<file path="src/rtl/pipe_ctrl.sv">
// pipe_ctrl: stage sequencer for the 5-stage core (IF, ID, EX, MA, WB).
// Merges the data-hazard, cache-busy, branch-redirect and mul/div handshakes
// into per-stage clock enables. It keeps one valid bit per stage from ID
// onward and a saturating stall-cycle counter for performance analysis.
module pipe_ctrl #(
    parameter int CNT_W = 16
) (
    input  logic             i_clk,
    input  logic             i_rst_n,
    input  logic             i_hz_data,
    input  logic             i_ic_busy,
    input  logic             i_dc_busy,
    input  logic             i_br_taken,
    input  logic             i_md_start,
    input  logic             i_md_done,
    input  logic             i_cnt_clr,
    output logic             o_ce_if,
    output logic             o_ce_id,
    output logic             o_ce_ex,
    output logic             o_ce_ma,
    output logic             o_ce_wb,
    output logic             o_id_valid,
    output logic             o_ex_valid,
    output logic             o_ma_valid,
    output logic             o_wb_valid,
    output logic             o_flush,
    output logic             o_md_busy,
    output logic [CNT_W-1:0] o_stall_cnt
);

    typedef enum logic [0:0] {
        S_RUN = 1'b0,
        S_MD  = 1'b1
    } state_t;

    localparam logic [CNT_W-1:0] CNT_MAX = {CNT_W{1'b1}};
    localparam logic [CNT_W-1:0] CNT_ONE = {{(CNT_W-1){1'b0}}, 1'b1};

    state_t           state_r;
    state_t           state_nxt_s;
    logic             v_id_r;
    logic             v_ex_r;
    logic             v_ma_r;
    logic             v_wb_r;
    logic [CNT_W-1:0] cnt_r;

    logic             hz_s;
    logic             flush_s;
    logic             ex_hold_s;
    logic             id_hold_s;
    logic             ce_id_s;

    // Qualify raw handshakes against stage validity and the mul/div FSM.
    always_comb begin
        hz_s      = i_hz_data & v_id_r;
        flush_s   = i_br_taken & v_ex_r & ~i_dc_busy;
        ex_hold_s = 1'b0;
        case (state_r)
            S_RUN:   ex_hold_s = i_md_start & v_ex_r & ~i_md_done;
            S_MD:    ex_hold_s = ~i_md_done;
            default: ex_hold_s = 1'b0;
        endcase
        // A redirect discards the ID instruction instead of holding it.
        id_hold_s = (ex_hold_s | hz_s) & ~flush_s;
        ce_id_s   = ~i_dc_busy & ~id_hold_s;
    end

    // Mul/div FSM next state; a busy data cache postpones every transition.
    always_comb begin
        state_nxt_s = state_r;
        case (state_r)
            S_RUN: begin
                if (i_md_start & v_ex_r & ~i_md_done & ~i_dc_busy) begin
                    state_nxt_s = S_MD;
                end else begin
                    state_nxt_s = S_RUN;
                end
            end
            S_MD: begin
                if (i_md_done & ~i_dc_busy) begin
                    state_nxt_s = S_RUN;
                end else begin
                    state_nxt_s = S_MD;
                end
            end
            default: state_nxt_s = S_RUN;
        endcase
    end

    // Mul/div FSM state register.
    always_ff @(posedge i_clk or negedge i_rst_n) begin
        if (!i_rst_n) begin
            state_r <= S_RUN;
        end else begin
            state_r <= state_nxt_s;
        end
    end

    // Stage valid bits: bubbles enter on hazards, redirects and mul/div holds.
    always_ff @(posedge i_clk or negedge i_rst_n) begin
        if (!i_rst_n) begin
            v_id_r <= 1'b0;
            v_ex_r <= 1'b0;
            v_ma_r <= 1'b0;
            v_wb_r <= 1'b0;
        end else if (!i_dc_busy) begin
            v_wb_r <= v_ma_r;
            v_ma_r <= v_ex_r & ~ex_hold_s;
            if (ex_hold_s) begin
                v_ex_r <= v_ex_r;
            end else if (flush_s | hz_s) begin
                v_ex_r <= 1'b0;
            end else begin
                v_ex_r <= v_id_r;
            end
            if (flush_s) begin
                v_id_r <= 1'b0;
            end else if (id_hold_s) begin
                v_id_r <= v_id_r;
            end else begin
                v_id_r <= ~i_ic_busy;
            end
        end else begin
            v_id_r <= v_id_r;
            v_ex_r <= v_ex_r;
            v_ma_r <= v_ma_r;
            v_wb_r <= v_wb_r;
        end
    end

    // Saturating count of cycles in which ID does not advance.
    always_ff @(posedge i_clk or negedge i_rst_n) begin
        if (!i_rst_n) begin
            cnt_r <= {CNT_W{1'b0}};
        end else if (i_cnt_clr) begin
            cnt_r <= {CNT_W{1'b0}};
        end else if (!ce_id_s && (cnt_r != CNT_MAX)) begin
            cnt_r <= cnt_r + CNT_ONE;
        end else begin
            cnt_r <= cnt_r;
        end
    end

    assign o_ce_wb     = ~i_dc_busy;
    assign o_ce_ma     = ~i_dc_busy;
    assign o_ce_ex     = ~i_dc_busy & ~ex_hold_s;
    assign o_ce_id     = ce_id_s;
    assign o_ce_if     = ce_id_s & (~i_ic_busy | flush_s);
    assign o_flush     = flush_s;
    assign o_id_valid  = v_id_r;
    assign o_ex_valid  = v_ex_r;
    assign o_ma_valid  = v_ma_r;
    assign o_wb_valid  = v_wb_r;
    assign o_md_busy   = (state_r == S_MD);
    assign o_stall_cnt = cnt_r;

endmodule
</file>
<file path="config.mk">
export PLATFORM = sky130hd
export DESIGN_NAME = pipe_ctrl
export DESIGN_NICKNAME = d
export VERILOG_FILES = /design/src/rtl/pipe_ctrl.sv
export SDC_FILE = /design/constraint.sdc
export NUM_CORES = 1
export LEC_CHECK = 0
export ABC_AREA = 1
export ABC_CLOCK_PERIOD_IN_PS = 2200
export BUFFER_PORTS_ARGS = -buffer_cell sky130_fd_sc_hd__buf_2
export CORE_MARGIN = 4
export CORE_UTILIZATION = 51
export CTS_BUF_LIST = sky130_fd_sc_hd__clkbuf_16
export DETAILED_ROUTE_END_ITERATION = 7
export PLACE_DENSITY_LB_ADDON = 0.05
export REMOVE_ABC_BUFFERS = 1
export SLEW_MARGIN = 15
export SYNTH_ARGS = -nofsm -noshare
export SYNTH_HDL_FRONTEND = slang
export SYNTH_SLANG_ARGS = --single-unit
</file>
<file path="constraint.sdc">
create_clock -name i_clk -period 2.2 [get_ports i_clk]
set_clock_uncertainty 0.15 [all_clocks]
set_input_delay 0.33 -clock i_clk [delete_from_list [all_inputs] [get_ports i_clk]]
set_output_delay 0.33 -clock i_clk [all_outputs]
set_load 0.01 [all_outputs]
</file>
==> results of run 1 <==
[cell usage after synthesis (all sizes together) (2+ instances only)]
cell type and n:
nand2 70, dfrtp 21, nor2 21, nand3 16, inv 13, nand4 12
o21ai 5, xor2 5, buf 3, nand3b 3, o21bai 2
[power groups by stage]
stage	clock [µW]	sequential [µW]	combinational, µW
finish	376	488	329
global route	399	498	368
CTS	382	487	333
detailed placement	0	494	330
global placement	0	488	325
floorplan	0	514	176
[final timing paths]
kind	slack (ns)	to	depth (start not counted)	from
setup / recovery	0.37	o_stall_cnt[11]$_DFFE_PN0P_	9	o_stall_cnt[0]$_DFFE_PN0P_
hold / removal	0.13	o_id_valid$_DFFE_PN0P_	2	i_ic_busy
setup reg to reg	0.37	o_stall_cnt[11]$_DFFE_PN0P_	9	o_stall_cnt[0]$_DFFE_PN0P_
hold reg to reg	0.34	o_wb_valid$_DFFE_PN0N_	2	o_wb_valid$_DFFE_PN0N_
max in group asynchronous	1.15	o_ex_valid$_DFFE_PN0P_	2	i_rst_n
min in group asynchronous	0.43	o_stall_cnt[2]$_DFFE_PN0P_	2	i_rst_n
[state kept, by name, indices dropped and copies added (netlist names)]
register / flops
o_ex_valid: 1
o_id_valid: 1
o_ma_valid: 1
o_md_busy: 1
o_stall_cnt: 16
o_wb_valid: 1
[cell type report]
type	instances	area (µm²)	area share, %
flip-flops and latches	21	526	33.0
multi-input cells	138	716	45.0
clock buffers	3	75.1	4.72
repair buffers	36	185	11.6
well taps	30	37.5	2.36
clock inverters	1	3.75	0.236
inverters	13	48.8	3.07
[through the flow]
step                instances  area, µm²
floorplan                 172       1290
global placement          237       1500
detailed placement        237       1500
CTS                       242       1590
global route              242       1590
finish                    242       1590
[layer usage]
layer,wire [µm],GRT usage [%]
met1,1300,24.6
met4,48,8.09
met5,0,0
met2,1500,36.1
met3,172,2.63
[cells by family (layout without fill, tap and decap cells)]
logic type / count (synthesis) / in the layout / synth area share, %
AO/OA/AOI/OAI: 9 / 9 / 4.17
XOR/XNOR: 6 / 6 / 3.98
adder cells (fa/ha/maj): 1 / 1 / 0.948
buffers and inverters: 17 / 53 / 5.97
flip-flops: 21 / 21 / 39.8
AND/OR/NAND/NOR: 122 / 122 / 45.1
==> results_dict.tcl, run 1 <==
set metrics [dict create \
    tritoncts "yes" \
    cts_hold_buf 1 \
    swShare_pct 33.4 \
    clk_pin_slew_worst_paths_ns 0.06 \
    cts_buffer_depth 2 \
    status "finished, final reports clean" \
    die_w_um 58.9 \
    vias_per_cell 5.33 \
    start_util_pct 53.3 \
    ant_nets 0 \
    fillers 236 \
    grt_antenna_before_repair 0 \
    layout-drive-gt1-share_pct 23.6 \
    finalMaxSlewViolations 0 \
    switchingPower_uw 399 \
    setup_viol 0 \
    cap_violations 0 \
    tightest_slew_ns 0.486 \
    cpLargestDelayFamily "simple AND/OR/NAND/NOR gates" \
    antenna_cells 0 \
    grt_pass1_wl_um 5470 \
    route.detailed.drc 0 \
    root_buffer "clkbuf_16" \
    worst_setup_path_start_kind "register" \
    fmax_mhz 548 \
    peakVddDrop_uv 601 \
    grt_pass1_vias 1264 \
    async_flop_share_pct 100 \
    crit_fanout 17 \
    worst_slew_margin_rel_pct 67.6 \
    cp-end-kind "register" \
    final_common_cell "nand2_1" \
    min_period_ns 1.83 \
    num_io_pins 36 \
    rsz0062_at_grt "no" \
    tns_ns 0 \
    postSynthAreaPerCell_um2 7.50 \
    syn2layout_area_growth_pct 20.6 \
    synth_edf_count 0 \
    finalCritPeriodShare_pct 83.0 \
    clk_latency_ns 0.25 \
    place_ws_ns 0.394 \
    synthFlopType "dfrtp_1" \
    cpMaxStageDelayCell "dfrtp_1" \
    ys_types 23 \
    hold_class "in -> reg" \
    cts_resized 0 \
    clkPwrFrac_pct 31.5 \
    internal_power_uw 794 \
    final_cell_mix "nand2_1, buf_2, dfrtp_1, nand3_1, nor2_1" \
    power_leakage_uw 0.000881 \
    rows 18 \
    wl_per_cell_um 12.5 \
    final_nets 223 \
    power_density_nw_per_um2 750 \
    fp.dieH_um 58.9 \
    gp_congestion 0.857 \
    overflow 0 \
    drtIter0Drc 86 \
    yosysTopAreaCellShare_pct 39.8 \
    path_buf_inv 0 \
    grt_max_degree 22 \
    vias 1289 \
    seq_power_share_pct 40.9 \
    path_class "reg -> reg" \
    postCtsSetupBuffers 0 \
    utilization_pct 64.2 \
    ys.warnings.count 0 \
    whs_ns 0.127 \
    grt_usage_pct 20.3 \
    die-area_um2 3470 \
    cts_buffers 3 \
    synthTopCellsByArea "dfrtp_1, nand2_1, nand3_1" \
    cp.required_ns 2.24 \
    synthCells 176 \
    arrival_ns 1.87 \
    setup_slack_ns 0.375 \
    cts_htree_levels 1 \
    ys_ff_latch 21 \
    power_frac_comb_pct 27.6 \
    cp_cell_sequence "ha_1, nand2_1, nor2_4, nand2_4, nor2_8, nor2_8, nor2_8, nand2_1, nand2_1" \
    syn-cell-area_um2 1320 \
    core_area_um2 2480 \
    ys_seq_area_share_pct 39.8 \
    firstDrtPassIters 4 \
    dpl.hpwl_um 2290 \
    cts.sinks 21 \
    synth_top_area_cell "dfrtp_1" \
    critPathMaxStageDelay_ns 0.42 \
    totalWireLength_um 3010 \
    portBuffers 35 \
    finalPower_uw 1190 \
    finalHoldViolCount 0 \
]
Power figures use the tool's default switching activity.
==> inputs of run 2 (changes only) <==
--- a/config.mk
+++ b/config.mk
@@ -6,10 +6,10 @@
 export NUM_CORES = 1
 export LEC_CHECK = 0
 export ABC_AREA = 1
-export ABC_CLOCK_PERIOD_IN_PS = 2200
+export ABC_CLOCK_PERIOD_IN_PS = 1600
 export BUFFER_PORTS_ARGS = -buffer_cell sky130_fd_sc_hd__buf_2
 export CORE_MARGIN = 4
-export CORE_UTILIZATION = 51
+export CORE_UTILIZATION = 46
 export CTS_BUF_LIST = sky130_fd_sc_hd__clkbuf_16
 export DETAILED_ROUTE_END_ITERATION = 7
 export PLACE_DENSITY_LB_ADDON = 0.05
==> constraint.sdc (replaced) <==
create_clock -name i_clk -period 1.6 [get_ports i_clk]
set_clock_uncertainty 0.15 [all_clocks]
set_input_delay 0.24 -clock i_clk [delete_from_list [all_inputs] [get_ports i_clk]]
set_output_delay 0.24 -clock i_clk [all_outputs]
set_load 0.01 [all_outputs]
==> results_dict.tcl, run 2 (synthesis results as in run 1) <==
set metrics [dict create \
    holdCritStartpoint "i_ic_busy" \
    totalWireLength_um 3960 \
    clk_pin_slew_worst_paths_ns 0.06 \
    seq_area_um2 526 \
    largest_register_ffs 16 \
    syn2layout_area_growth_pct 53.5 \
    placed_cell_area_um2 1680 \
    hold_class "in -> reg" \
    critPathMaxStageDelay_ns 0.36 \
    switchingPower_uw 683 \
    root_buffer "clkbuf_16" \
    fmax_mhz 577 \
    wl_per_cell_um 13.8 \
    status "complete, but fails checks" \
    antenna_cells 0 \
    overflow 0 \
    rows 19 \
    cpLargestDelayFamily "simple AND/OR/NAND/NOR gates" \
    tritoncts "yes" \
    core_area_um2 2760 \
    final_cell_mix "nand2_1, buf_4, buf_2, dfrtp_1" \
    cts_htree_levels 1 \
    fp.dieH_um 61.6 \
    gp_congestion 0.829 \
    ant_nets 0 \
    firstDrtPassIters 4 \
    place_ws_ns -0.102 \
    ff2ff_setup_slack_ns -0.13 \
    cts.sinks 21 \
    tightest_slew_ns 0.499 \
    grt_antenna_before_repair 0 \
    die-area_um2 3790 \
    dpl.hpwl_um 2570 \
    cp_cell_sequence "ha_2, nand2_2, nor2_4, nand2_4, nor2_8, nor2_8, buf_12, nor2_4, nand2_1, nand2_1" \
    grt_pass1_wl_um 6410 \
    finalMaxSlewViolations 0 \
    peakVddDrop_uv 821 \
    power_density_nw_per_um2 1010 \
    finalHoldViolCount 0 \
    final_nets 266 \
    portBuffers 35 \
    worst_setup_path_start_kind "register" \
    path_buf_inv 1 \
    route.detailed.drc 0 \
    internal_power_uw 1370 \
    power_leakage_uw 0.00111 \
    violations "negative setup slack" \
    cp.required_ns 1.64 \
    path_class "reg -> reg" \
    cap_violations 0 \
    finalCritPeriodShare_pct 108 \
    swShare_pct 33.3 \
    vias 1491 \
    clk_latency_ns 0.25 \
    setup_slack_ns -0.132 \
    power_frac_comb_pct 42.4 \
    drtIter0Drc 60 \
    cpMaxStageDelayCell "dfrtp_1" \
    cts_buffers 3 \
    grt_max_degree 22 \
    start_util_pct 47.9 \
    die_w_um 61.6 \
    multiInputGateArea_um2 786 \
    min_period_ns 1.73 \
    r2r-start "o_stall_cnt[0]$_DFFE_PN0P_" \
    clkPwrFrac_pct 26.0 \
    layout-drive-gt1-share_pct 43.1 \
    cp-end-kind "register" \
    vias_per_cell 5.21 \
    setup_viol 17 \
    grt_pass1_vias 1473 \
    grt_usage_pct 22.9 \
    final_common_cell "nand2_1" \
    num_io_pins 36 \
    arrival_ns 1.77 \
    worst_slew_margin_rel_pct 66.7 \
    crit_fanout 8 \
    fillers 202 \
    rsz0062_at_grt "yes" \
    final_area_um2 2030 \
    cp-startpoint "o_stall_cnt[0]$_DFFE_PN0P_" \
    cts_buffer_depth 2 \
    seq_power_share_pct 31.6 \
]
run 2: cell types whose count changed in the layout (fill, tap and decap cells not counted), sizes merged:
cell,change
inv,-1
nor2,+1
clkinvlp,+1
buf,+42
run 2: timing repair:
item                                    in CTS  in global routing
pin swaps                                   19                 12
buffers inserted                            18                  2
hold endpoints to repair                    21                  0
hold buffers                                 1                  0
endpoints found under the setup margin      18                 21
gates resized for setup                      9                 20
gates cloned                                 1                  0
run 2: cell type report:
cell class | count | share of cell area, %
multi-input cells | 139 | 38.8
clock inverters | 1 | 0.371
inverters | 13 | 2.41
clock buffers | 3 | 3.71
flip-flops and latches | 21 | 25.9
well taps | 31 | 1.91
repair buffers | 78 | 26.9
run 2: metal layers:
layer  up-vias  share of wire [%]  GRT usage, %
li1        731                  -             -
met1       713                 42          27.1
met2        45                 53          43.8
met3         2                5.0          2.52
met4         0               0.48          5.15
met5         -                  0             0
run 2: final timing paths:
kind | to | cells past startpoint
max | o_stall_cnt[8]$_DFFE_PN0P_ | 10
min | o_id_valid$_DFFE_PN0P_ | 2
max reg2reg | o_stall_cnt[8]$_DFFE_PN0P_ | 10
min reg2reg | o_wb_valid$_DFFE_PN0N_ | 2
max in group asynchronous | o_stall_cnt[10]$_DFFE_PN0P_ | 2
min in group asynchronous | o_stall_cnt[5]$_DFFE_PN0P_ | 2
run 2: stage by stage:
stage / power [µW] / utilization (%) / TNS, ns / hold WS (ns) / cells
2_1_floorplan: 949 / - / -1.48 / -0.206 / 172
3_3_place_gp: 1190 / 60.8 / -0.978 / 0.0766 / 261
3_5_place_dp: 1200 / 60.8 / -1.45 / 0.0768 / 261
4_1_cts: 1990 / 70.8 / -1.18 / 0.0389 / 285
5_1_grt: 2160 / 73.5 / -2.74 / 0.0510 / 286
6_report: 2050 / 73.5 / -1.41 / 0.0499 / 286
run 2: power groups by stage:
stage | Clock [µW] | Combinational [µW] | Sequential [µW]
5_1_grt | 568 | 936 | 656
2_1_floorplan | 0 | 243 | 706
3_5_place_dp | 0 | 546 | 655
4_1_cts | 549 | 797 | 642
3_3_place_gp | 0 | 534 | 653
6_report | 533 | 871 | 647
run 2: worst reg2reg max path: stages (launching register included):
cell	delay [ns]
dfrtp_1	0.36
ha_2	0.19
nand2_2	0.07
nor2_4	0.12
nand2_4	0.08
nor2_8	0.14
nor2_8	0.04
buf_12	0.13
nor2_4	0.21
nand2_1	0.09
nand2_1	0.08
